[config.mk]
export PLATFORM = sky130hd
export DESIGN_NAME = sparce_mem_req_adapter
export DESIGN_NICKNAME = d
export VERILOG_FILES = /design/src/rtl/sparceMemPkg.sv /design/src/rtl/sparce_mem_lane_align.sv /design/src/rtl/sparce_mem_req_adapter.sv
export SDC_FILE = /design/constraint.sdc
export NUM_CORES = 1
export LEC_CHECK = 0
export CELL_PAD_IN_SITES_DETAIL_PLACEMENT = 0
export CELL_PAD_IN_SITES_GLOBAL_PLACEMENT = 1
export CORE_MARGIN = 5
export CORE_UTILIZATION = 35
export DETAILED_ROUTE_END_ITERATION = 10
export PLACE_DENSITY = 0.8
export SLEW_MARGIN = 10
export SYNTH_ARGS = -nofsm -noshare
export SYNTH_HDL_FRONTEND = slang
export SYNTH_SLANG_ARGS = --single-unit
[constraint.sdc]
create_clock -name clk -period 2.9 [get_ports clk]
set_clock_uncertainty 0.05 [all_clocks]
set_input_delay 0.58 -clock clk [delete_from_list [all_inputs] [get_ports clk]]
set_output_delay 0.58 -clock clk [all_outputs]
set_load 0.03 [all_outputs]
[src/rtl/sparceMemPkg.sv]
// Definitions shared by the sparse memory and its request adapter:
// op codes on the memory pins, adapter FSM states and size helpers.
package sparceMemPkg;

  localparam int BC     = 8;
  localparam int BADDR  = $clog2(BC);
  localparam int DATA_W = BC * 8;

  // Encoding is shared with the memory's we/re pins; NOP means no access.
  typedef enum logic [2:0] {
    NOP      = 3'd0,
    BYTE_OP  = 3'd1,
    HALF_OP  = 3'd2,
    WORD_OP  = 3'd3,
    DWORD_OP = 3'd4
  } op_size_e;

  typedef enum logic [1:0] {
    IDLE,
    ISSUE,
    CAPTURE,
    RESP
  } adapter_state_e;

  // req_size carries log2(bytes), so the memory op code is that value plus one.
  function automatic op_size_e req_to_op(input logic [1:0] sz);
    return op_size_e'({1'b0, sz} + 3'd1);
  endfunction

  function automatic int size_bytes(input op_size_e op);
    case (op)
      BYTE_OP:  return 1;
      HALF_OP:  return 2;
      WORD_OP:  return 4;
      DWORD_OP: return 8;
      default:  return 0;
    endcase
  endfunction

  function automatic logic is_aligned(input logic [2:0] addr_lsb, input op_size_e op);
    case (op)
      BYTE_OP:  return 1'b1;
      HALF_OP:  return addr_lsb[0] == 1'b0;
      WORD_OP:  return addr_lsb[1:0] == 2'b00;
      DWORD_OP: return addr_lsb == 3'b000;
      default:  return 1'b0;
    endcase
  endfunction

endpackage

[src/rtl/sparce_mem_lane_align.sv]
// Byte-lane steering between right-justified request data and memory lanes:
// shift-left for stores, shift-right / mask / extend for loads.
module sparce_mem_lane_align
  import sparceMemPkg::*;
(
  input  logic [DATA_W-1:0] i_st_wdata,
  input  logic [BADDR-1:0]  i_st_lane,
  output logic [DATA_W-1:0] o_st_lanes,
  input  logic [DATA_W-1:0] i_ld_lanes,
  input  logic [BADDR-1:0]  i_ld_lane,
  input  op_size_e          i_ld_op,
  input  logic              i_ld_signed,
  output logic [DATA_W-1:0] o_ld_data
);

  logic [DATA_W-1:0] w_ld_shifted;
  logic [DATA_W-1:0] w_ld_mask;
  logic              w_ld_sign;

  assign o_st_lanes   = i_st_wdata << {i_st_lane, 3'b000};
  assign w_ld_shifted = i_ld_lanes >> {i_ld_lane, 3'b000};

  always_comb begin
    w_ld_mask = '0;
    w_ld_sign = 1'b0;
    case (i_ld_op)
      BYTE_OP: begin
        w_ld_mask = DATA_W'(8'hFF);
        w_ld_sign = w_ld_shifted[7];
      end
      HALF_OP: begin
        w_ld_mask = DATA_W'(16'hFFFF);
        w_ld_sign = w_ld_shifted[15];
      end
      WORD_OP: begin
        w_ld_mask = DATA_W'(32'hFFFF_FFFF);
        w_ld_sign = w_ld_shifted[31];
      end
      DWORD_OP: begin
        w_ld_mask = '1;
        w_ld_sign = w_ld_shifted[DATA_W-1];
      end
      default: ;
    endcase
    o_ld_data = w_ld_shifted & w_ld_mask;
    if (i_ld_signed && w_ld_sign) begin
      o_ld_data = o_ld_data | ~w_ld_mask;
    end
  end

endmodule

[src/rtl/sparce_mem_req_adapter.sv]
// Single-outstanding load/store front-end for the sparse memory: validates the
// request, pulses the memory pins for one cycle and returns a registered response.
module sparce_mem_req_adapter
  import sparceMemPkg::*;
#(
  parameter int ADDR_W = 32
) (
  input  logic              clk,
  input  logic              nrst,
  input  logic              req_valid,
  output logic              req_ready,
  input  logic              req_we,
  input  logic [1:0]        req_size,
  input  logic              req_signed,
  input  logic [ADDR_W-1:0] req_addr,
  input  logic [DATA_W-1:0] req_wdata,
  output logic              rsp_valid,
  input  logic              rsp_ready,
  output logic [DATA_W-1:0] rsp_rdata,
  output logic              rsp_err,
  output logic              cs,
  output logic [2:0]        we,
  output logic [2:0]        re,
  output logic [ADDR_W-1:0] write_address,
  output logic [ADDR_W-1:0] read_address,
  output logic [DATA_W-1:0] write_data,
  input  logic [DATA_W-1:0] read_data
);

  adapter_state_e    r_state;
  adapter_state_e    w_state_next;
  logic [BADDR-1:0]  r_lane;
  op_size_e          r_op;
  logic              r_we;
  logic              r_signed;

  op_size_e          w_op;
  logic              w_legal;
  logic [DATA_W-1:0] w_st_lanes;
  logic [DATA_W-1:0] w_ld_data;

  assign w_op      = req_to_op(req_size);
  assign w_legal   = (size_bytes(w_op) != 0) && (size_bytes(w_op) <= BC) &&
                     is_aligned(req_addr[2:0], w_op);
  assign req_ready = (r_state == IDLE);

  sparce_mem_lane_align u_lane_align (
    .i_st_wdata  (req_wdata),
    .i_st_lane   (req_addr[BADDR-1:0]),
    .o_st_lanes  (w_st_lanes),
    .i_ld_lanes  (read_data),
    .i_ld_lane   (r_lane),
    .i_ld_op     (r_op),
    .i_ld_signed (r_signed),
    .o_ld_data   (w_ld_data)
  );

  always_comb begin
    w_state_next = r_state;
    case (r_state)
      IDLE:    if (req_valid) w_state_next = w_legal ? ISSUE : RESP;
      ISSUE:   w_state_next = r_we ? RESP : CAPTURE;
      CAPTURE: w_state_next = RESP;
      RESP:    if (rsp_ready) w_state_next = IDLE;
      default: w_state_next = IDLE;
    endcase
  end

  // Pin and response registers are loaded on the edge that enters the state they belong to.
  always_ff @(posedge clk or negedge nrst) begin
    if (!nrst) begin
      r_state       <= IDLE;
      r_lane        <= '0;
      r_op          <= NOP;
      r_we          <= 1'b0;
      r_signed      <= 1'b0;
      cs            <= 1'b0;
      we            <= NOP;
      re            <= NOP;
      write_address <= '0;
      read_address  <= '0;
      write_data    <= '0;
      rsp_valid     <= 1'b0;
      rsp_rdata     <= '0;
      rsp_err       <= 1'b0;
    end else begin
      r_state <= w_state_next;
      cs      <= 1'b0;
      we      <= NOP;
      re      <= NOP;
      case (r_state)
        IDLE: begin
          if (req_valid) begin
            r_lane   <= req_addr[BADDR-1:0];
            r_op     <= w_op;
            r_we     <= req_we;
            r_signed <= req_signed;
            if (w_legal) begin
              cs <= 1'b1;
              if (req_we) begin
                we            <= w_op;
                write_address <= req_addr;
                write_data    <= w_st_lanes;
              end else begin
                re           <= w_op;
                read_address <= req_addr;
              end
            end else begin
              rsp_valid <= 1'b1;
              rsp_err   <= 1'b1;
              rsp_rdata <= '0;
            end
          end
        end
        ISSUE: begin
          if (r_we) begin
            rsp_valid <= 1'b1;
            rsp_err   <= 1'b0;
            rsp_rdata <= '0;
          end
        end
        CAPTURE: begin
          rsp_valid <= 1'b1;
          rsp_err   <= 1'b0;
          rsp_rdata <= w_ld_data;
        end
        RESP: begin
          if (rsp_ready) rsp_valid <= 1'b0;
        end
        default: ;
      endcase
    end
  end

endmodule

# Yosys cells after proc, flatten, opt, wreduce, memory -nomap -nowiden
# Index checks and enable logic that the tools add are counted.
[classes]
reduce_logical = 14
eq_ne = 15
n_lt_le_gt_ge = 1
add_sub_neg = 1
muxes = 32
bitwise = 5
shift = 2
[ops]
columns = ["op", "count"]
rows = [
  ["$mux W64", 4],
  ["$pmux W64 S4", 1],
  ["$pmux W64 S3", 1],
  ["$and A64 B64 Y64", 1],
  ["$not A64 Y64", 1],
  ["$or A64 B64 Y64", 1],
  ["$shl A64 B6 Y64", 1],
  ["$shr A64 B6 Y64", 1],
  ["$le A32 B5 Y1 const B", 1],
  ["$reduce_bool A32 Y1", 1],
  ["$mux W3", 8],
  ["$pmux W4 S4", 1],
  ["$reduce_and A4 Y1", 4],
  ["$eq A3 B2 Y1 const B", 4],
  ["$pmux W1 S4", 3],
  ["$mux W1", 9],
  ["$ne A2 B2 Y1 const B", 4],
  ["$pmux W2 S4", 1],
  ["$eq A3 B1 Y1 const B", 2],
  ["$eq A3 B3 Y1 const B", 2],
  ["$mux W2", 3],
  ["$eq A2 B2 Y1 const B", 2],
  ["$logic_not A2 Y1", 2],
  ["$reduce_and A2 Y1", 2],
  ["other kinds (7)", 10],
]
[totals]
word_cells = 84
ff_bits = 211

# Logic depth before layout (Yosys ltp)
[depth]
ltp_word = 9
mapped_depth = 12
ltp_nobuf = 8

# Hierarchy
# A second synthesis with hierarchy kept.
[hier_totals]
hier_cells = 1234
area_unflattened_um2 = 12751.0
[by_module_without_submodules]
columns = ["mod", "area_each_um2", "cells_per_inst", "instances", "seq_area_each_um2"]
rows = [
  ["sparce_mem_req_adapter", 8453.1, 624, 1, 5280.1],
  ["sparce_mem_lane_align", 4297.9, 610, 1, 0.0],
]

# Worst setup path before layout
# No wires, ideal clock.
[synth_path]
path_kind = "input port to flip-flop"
startpoint = "input req_size[0]"
endpoint = "register rsp_rdata[32]"
required_ps = 2706
cell_stages = 11
path_buffers = 4
arrival_time_ps = 2390
setup_ps = 144
path_slack_ps = 316
cell_sequence = "inv_1 ha_1 or4_1 o211a_1 buf_6 or2_1 buf_6 buf_6 clkbuf_1 nand2_1 o211ai_1"
[synth_between]
elab_chain_len = 8
word_cells_on_any_way = 13
classes_between = "add/sub (1); order compare (1); eq/ne (5); mux (2); reduce/logical (4)"
[synth_rtl]
columns = ["item", "line", "source"]
rows = [
  ["from (decl)", "sparce_mem_req_adapter.sv:13", "input logic [1:0] req_size,"],
  ["$add A2 B1 Y3 (*)", "sparceMemPkg.sv:27", "return op_size_e'({1'b0, sz} + 3'd1);"],
  ["$eq A3 B3 Y1 (tied with other cells)", "sparceMemPkg.sv:31, sparceMemPkg.sv:41", ""],
  ["$pmux W4 S4", "sparceMemPkg.sv:31", "case (op)"],
  ["$le A32 B5 Y1 / $reduce_bool A32 Y1 (equally long branches)", "sparce_mem_req_adapter.sv:43", "assign w_legal = (size_bytes(w_op) != 0) && (size_bytes(w_op) <= BC) &&"],
  ["$logic_and A1 B1 Y1", "sparce_mem_req_adapter.sv:43", ""],
  ["$logic_and A1 B1 Y1 (*)", "sparce_mem_req_adapter.sv:43", ""],
  ["$ne A2 B2 Y1 (no line) (*)", "n/a", ""],
  ["$reduce_and A4 Y1 (no line) (*)", "n/a", ""],
  ["to (signal assigned)", "sparce_mem_req_adapter.sv:125", "rsp_rdata <= w_ld_data;"],
  ["to (decl)", "sparce_mem_req_adapter.sv:19", "output logic [DATA_W-1:0] rsp_rdata,"],
]
# Mark *: on every way between the ends. The rest lies on a longest branch, timed or not.
# A chain may end at the register's enable or synchronous reset.

# Worst setup path in the final report
[layout_path]
startpoint = "register r_state[0]"
endpoint = "output req_ready"
[layout_between]
elab_chain_len = 1
[layout_rtl]
columns = ["item", "line", "source"]
rows = [
  ["from (decl)", "sparce_mem_req_adapter.sv:30", "adapter_state_e r_state;"],
  ["from (signal assigned)", "sparce_mem_req_adapter.sv:87", "r_state <= w_state_next;"],
  ["$logic_not A2 Y1", "sparce_mem_req_adapter.sv:45", "assign req_ready = (r_state == IDLE);"],
  ["to (decl)", "sparce_mem_req_adapter.sv:11", "output logic req_ready,"],
]
# Every way passes these cells.

==> flow_metrics.env <==
export IMPL_status="completed"
export IMPL_clkSlewWorstSetupHoldPaths_ns=0.06
export IMPL_htreeDepth=1
export IMPL_criticalPathCategory="reg2out"
export IMPL_cts_tree="yes"
export IMPL_antenna_found_initial=1
export IMPL_synth_seq_area_share=0.465
export IMPL_drtIter0Drc=812
export IMPL_grt_usage=0.231
export IMPL_drive_gt1_frac=0.143
export IMPL_synth_edff_count=0
export IMPL_design_area_mm2=0.0166
export IMPL_io_buffers=369
export IMPL_wl_per_cell_um=22.0
export IMPL_min_period_over_period=0.949
export IMPL_drv_cap=0
export IMPL_post_place_cells=1915
export IMPL_area_delta_synth_final_pct=46.4
export IMPL_peakVddDrop_uv=605
export IMPL_place_ws_ns=-0.326
export IMPL_grt_pass1_vias=10579
export IMPL_synth_async_sr_flop_share=1.00
export IMPL_final_setup_viol_count=0
export IMPL_overflow=0
export IMPL_yosysWarnings=0
export IMPL_clock_sinks=211
export IMPL_crit_slowest_cell="clkdlybuf4s50_1"
export IMPL_cts_path_max_buffers=3
export IMPL_period_needed_ns=2.75
export IMPL_final_hold_violation_count=0
export IMPL_hold_ws_ns=0.424
export IMPL_power_mw=16.5
export IMPL_synthFlopType="dfrtp_1"
export IMPL_yosysTopAreaCell="dfrtp_1"
export IMPL_p_leak_nw=7.17
export IMPL_io_pins=370
export IMPL_crit_fanout=7
export IMPL_clkLatencyLatePin_ns=0.54
export IMPL_num_vias=10308
export IMPL_die_h_um=190
export IMPL_synthTopCellsByCount="211 x dfrtp_1, 207 x nand2_1, 93 x mux2_2"
export IMPL_yosysMostFrequentCell="dfrtp_1"
export IMPL_drv_slew=0
export IMPL_viasPerCell=5.25
export IMPL_crit_chain="inv_1, ha_1, clkdlybuf4s50_1"
export IMPL_yosysUniqueCellTypes=56
export IMPL_core_mm2=0.0323
export IMPL_postSynthAreaPerCell_um2=9.96
export IMPL_path_delay_family="buffers and inverters"
export IMPL_synth_seq_cells=211
export IMPL_synth_nets=1318
export IMPL_slew_headroom=0.525
export IMPL_start_util=0.352
export IMPL_worst_pin_slew_ns=0.712
export IMPL_routed_wl_um=43200
export IMPL_grt_pass1_wl_um=65200
export IMPL_routabilityCongestion=0.901
export IMPL_dp_hpwl_um=33300
export IMPL_rows=66
export IMPL_nNetsFinal=1680
export IMPL_cp_arrival_ns=2.12
export IMPL_cellPowerDensity_mw_per_mm2=994
export IMPL_insertedDiodeCount=0
export IMPL_ant_nets=0
export IMPL_ff_latch_area_mm2=0.00528
export IMPL_synth_cells=1139
export IMPL_rsz0062_at_grt="no"
export IMPL_multi_input_area_mm2=0.00559
export IMPL_first_pass_iters=5
export IMPL_grt_max_degree=80
export IMPL_cp_buffers_inverters=2
export IMPL_die_w_um=190
export IMPL_cp_end_kind="primary output"
export IMPL_clockRootBuffer="clkbuf_16"
export IMPL_synth_top_area_share=0.465
export IMPL_stdcell_count=1962
export IMPL_placed_area_mm2=0.0158
export IMPL_die_area_mm2=0.0361
export IMPL_final_setup_worst_slack_ns=0.149
export IMPL_cts_resized=0
export IMPL_n_fill_cell=2961
export IMPL_netlist_area_mm2=0.0113
export IMPL_drc_errors=0
export IMPL_slowest_delay_ns=0.74
export IMPL_min_path_type="reg2reg"
export IMPL_worstPathRequired_ns=2.27
export IMPL_clock_fmax_mhz=363
export IMPL_synth_area_leaders="dfrtp_1 47%, mux2_2 9.2%, nand2_1 6.8%"
export IMPL_cp_start_kind="register"
export IMPL_cts_inserted_buffers=25
path summary, 6_finish.rpt:
check	start	endpoint	slack [ns]	cells after the start
worst max-delay path	r_state[0]$_DFFE_PN0P_	req_ready	0.15	3
worst min-delay path	write_data[26]$_DFFE_PN0P_	write_data[26]$_DFFE_PN0P_	0.42	2
worst max register to register	r_state[1]$_DFFE_PN0P_	rsp_rdata[46]$_DFFE_PN0P_	0.38	7
worst min register to register	write_data[26]$_DFFE_PN0P_	write_data[26]$_DFFE_PN0P_	0.42	2
max in group asynchronous	nrst	write_data[55]$_DFFE_PN0P_	1.40	3
min in group asynchronous	nrst	rsp_rdata[57]$_DFFE_PN0P_	0.56	2
state kept, by name, indices dropped and copies added, names as in the netlist:
| name | flops |
|---|---|
| cs | 1 |
| r_lane | 3 |
| r_op | 3 |
| r_signed | 1 |
| r_state | 2 |
| r_we | 1 |
| re | 3 |
| read_address | 32 |
| rsp_err | 1 |
| rsp_rdata | 64 |
| rsp_valid | 1 |
| we | 3 |
| write_address | 32 |
| write_data | 64 |
timing repair:
item                       4_1_cts  5_1_grt
setup endpoints to repair        0        0
setup buffers                    0        0
hold buffers                     1        0
hold endpoints to repair         6        0
final cells by class:
cell class | count | share of cell area
multi-input combinational | 819 | 0.336
clock buffer | 39 | 0.0468
tap | 442 | 0.0333
sequential | 211 | 0.318
inverter | 12 | 0.00271
clock inverter | 7 | 0.00316
timing repair buffer | 432 | 0.260
through the flow:
step           TNS (ns)   util
6_report              0  0.514
5_1_grt               0  0.514
4_1_cts               0  0.514
3_5_place_dp     -39.15  0.488
3_3_place_gp     -33.35  0.488
2_1_floorplan         0      -
report_power, final:
part	leakage (nW)	switching, mW	internal (mW)	total [mW]
registers	2.81	0.718	3.98	4.70
logic	3.94	5.17	3.53	8.70
clock network	0.414	1.27	1.85	3.12
total	7.17	7.16	9.36	16.5
cells in the final DEF, fill, tap and decap left out, types with 15 or more instances in the layout:
cell,instances
clkbuf_16,25
mux2_2,93
mux2i_1,76
o31ai_1,33
o211ai_1,39
a21oi_1,45
a211oi_1,31
nor2b_1,20
dfrtp_1,210
o21ai_0,60
nor2_1,60
a22o_1,15
buf_4,52
nand2_1,207
clkdlybuf4s50_1,365
worst min-delay path, cell delays in order (launching register included):
cell	delay, ns
dfrtp_1	0.34
nand2_1	0.05
o31ai_1	0.05
metal layers:
metal	vias up	part of all wire	GRT usage
met5	-	0.00046	0
met4	2	0.031	0.0701
met3	78	0.11	0.0844
met2	487	0.47	0.379
met1	4913	0.39	0.287
li1	4828	-	-
kinds of logic (layout without fill, tap and decap cells):
logic type / Yosys count / after routing / synth area share
buffers and inverters: 109 / 490 / 0.0438
muxes: 176 / 176 / 0.173
adders and majority gates: 11 / 11 / 0.0121
AOI/OAI and AO/OA: 297 / 297 / 0.178
and+or+nand+nor: 335 / 335 / 0.128
DFF: 211 / 211 / 0.465
(Power assumes the default switching activity.)
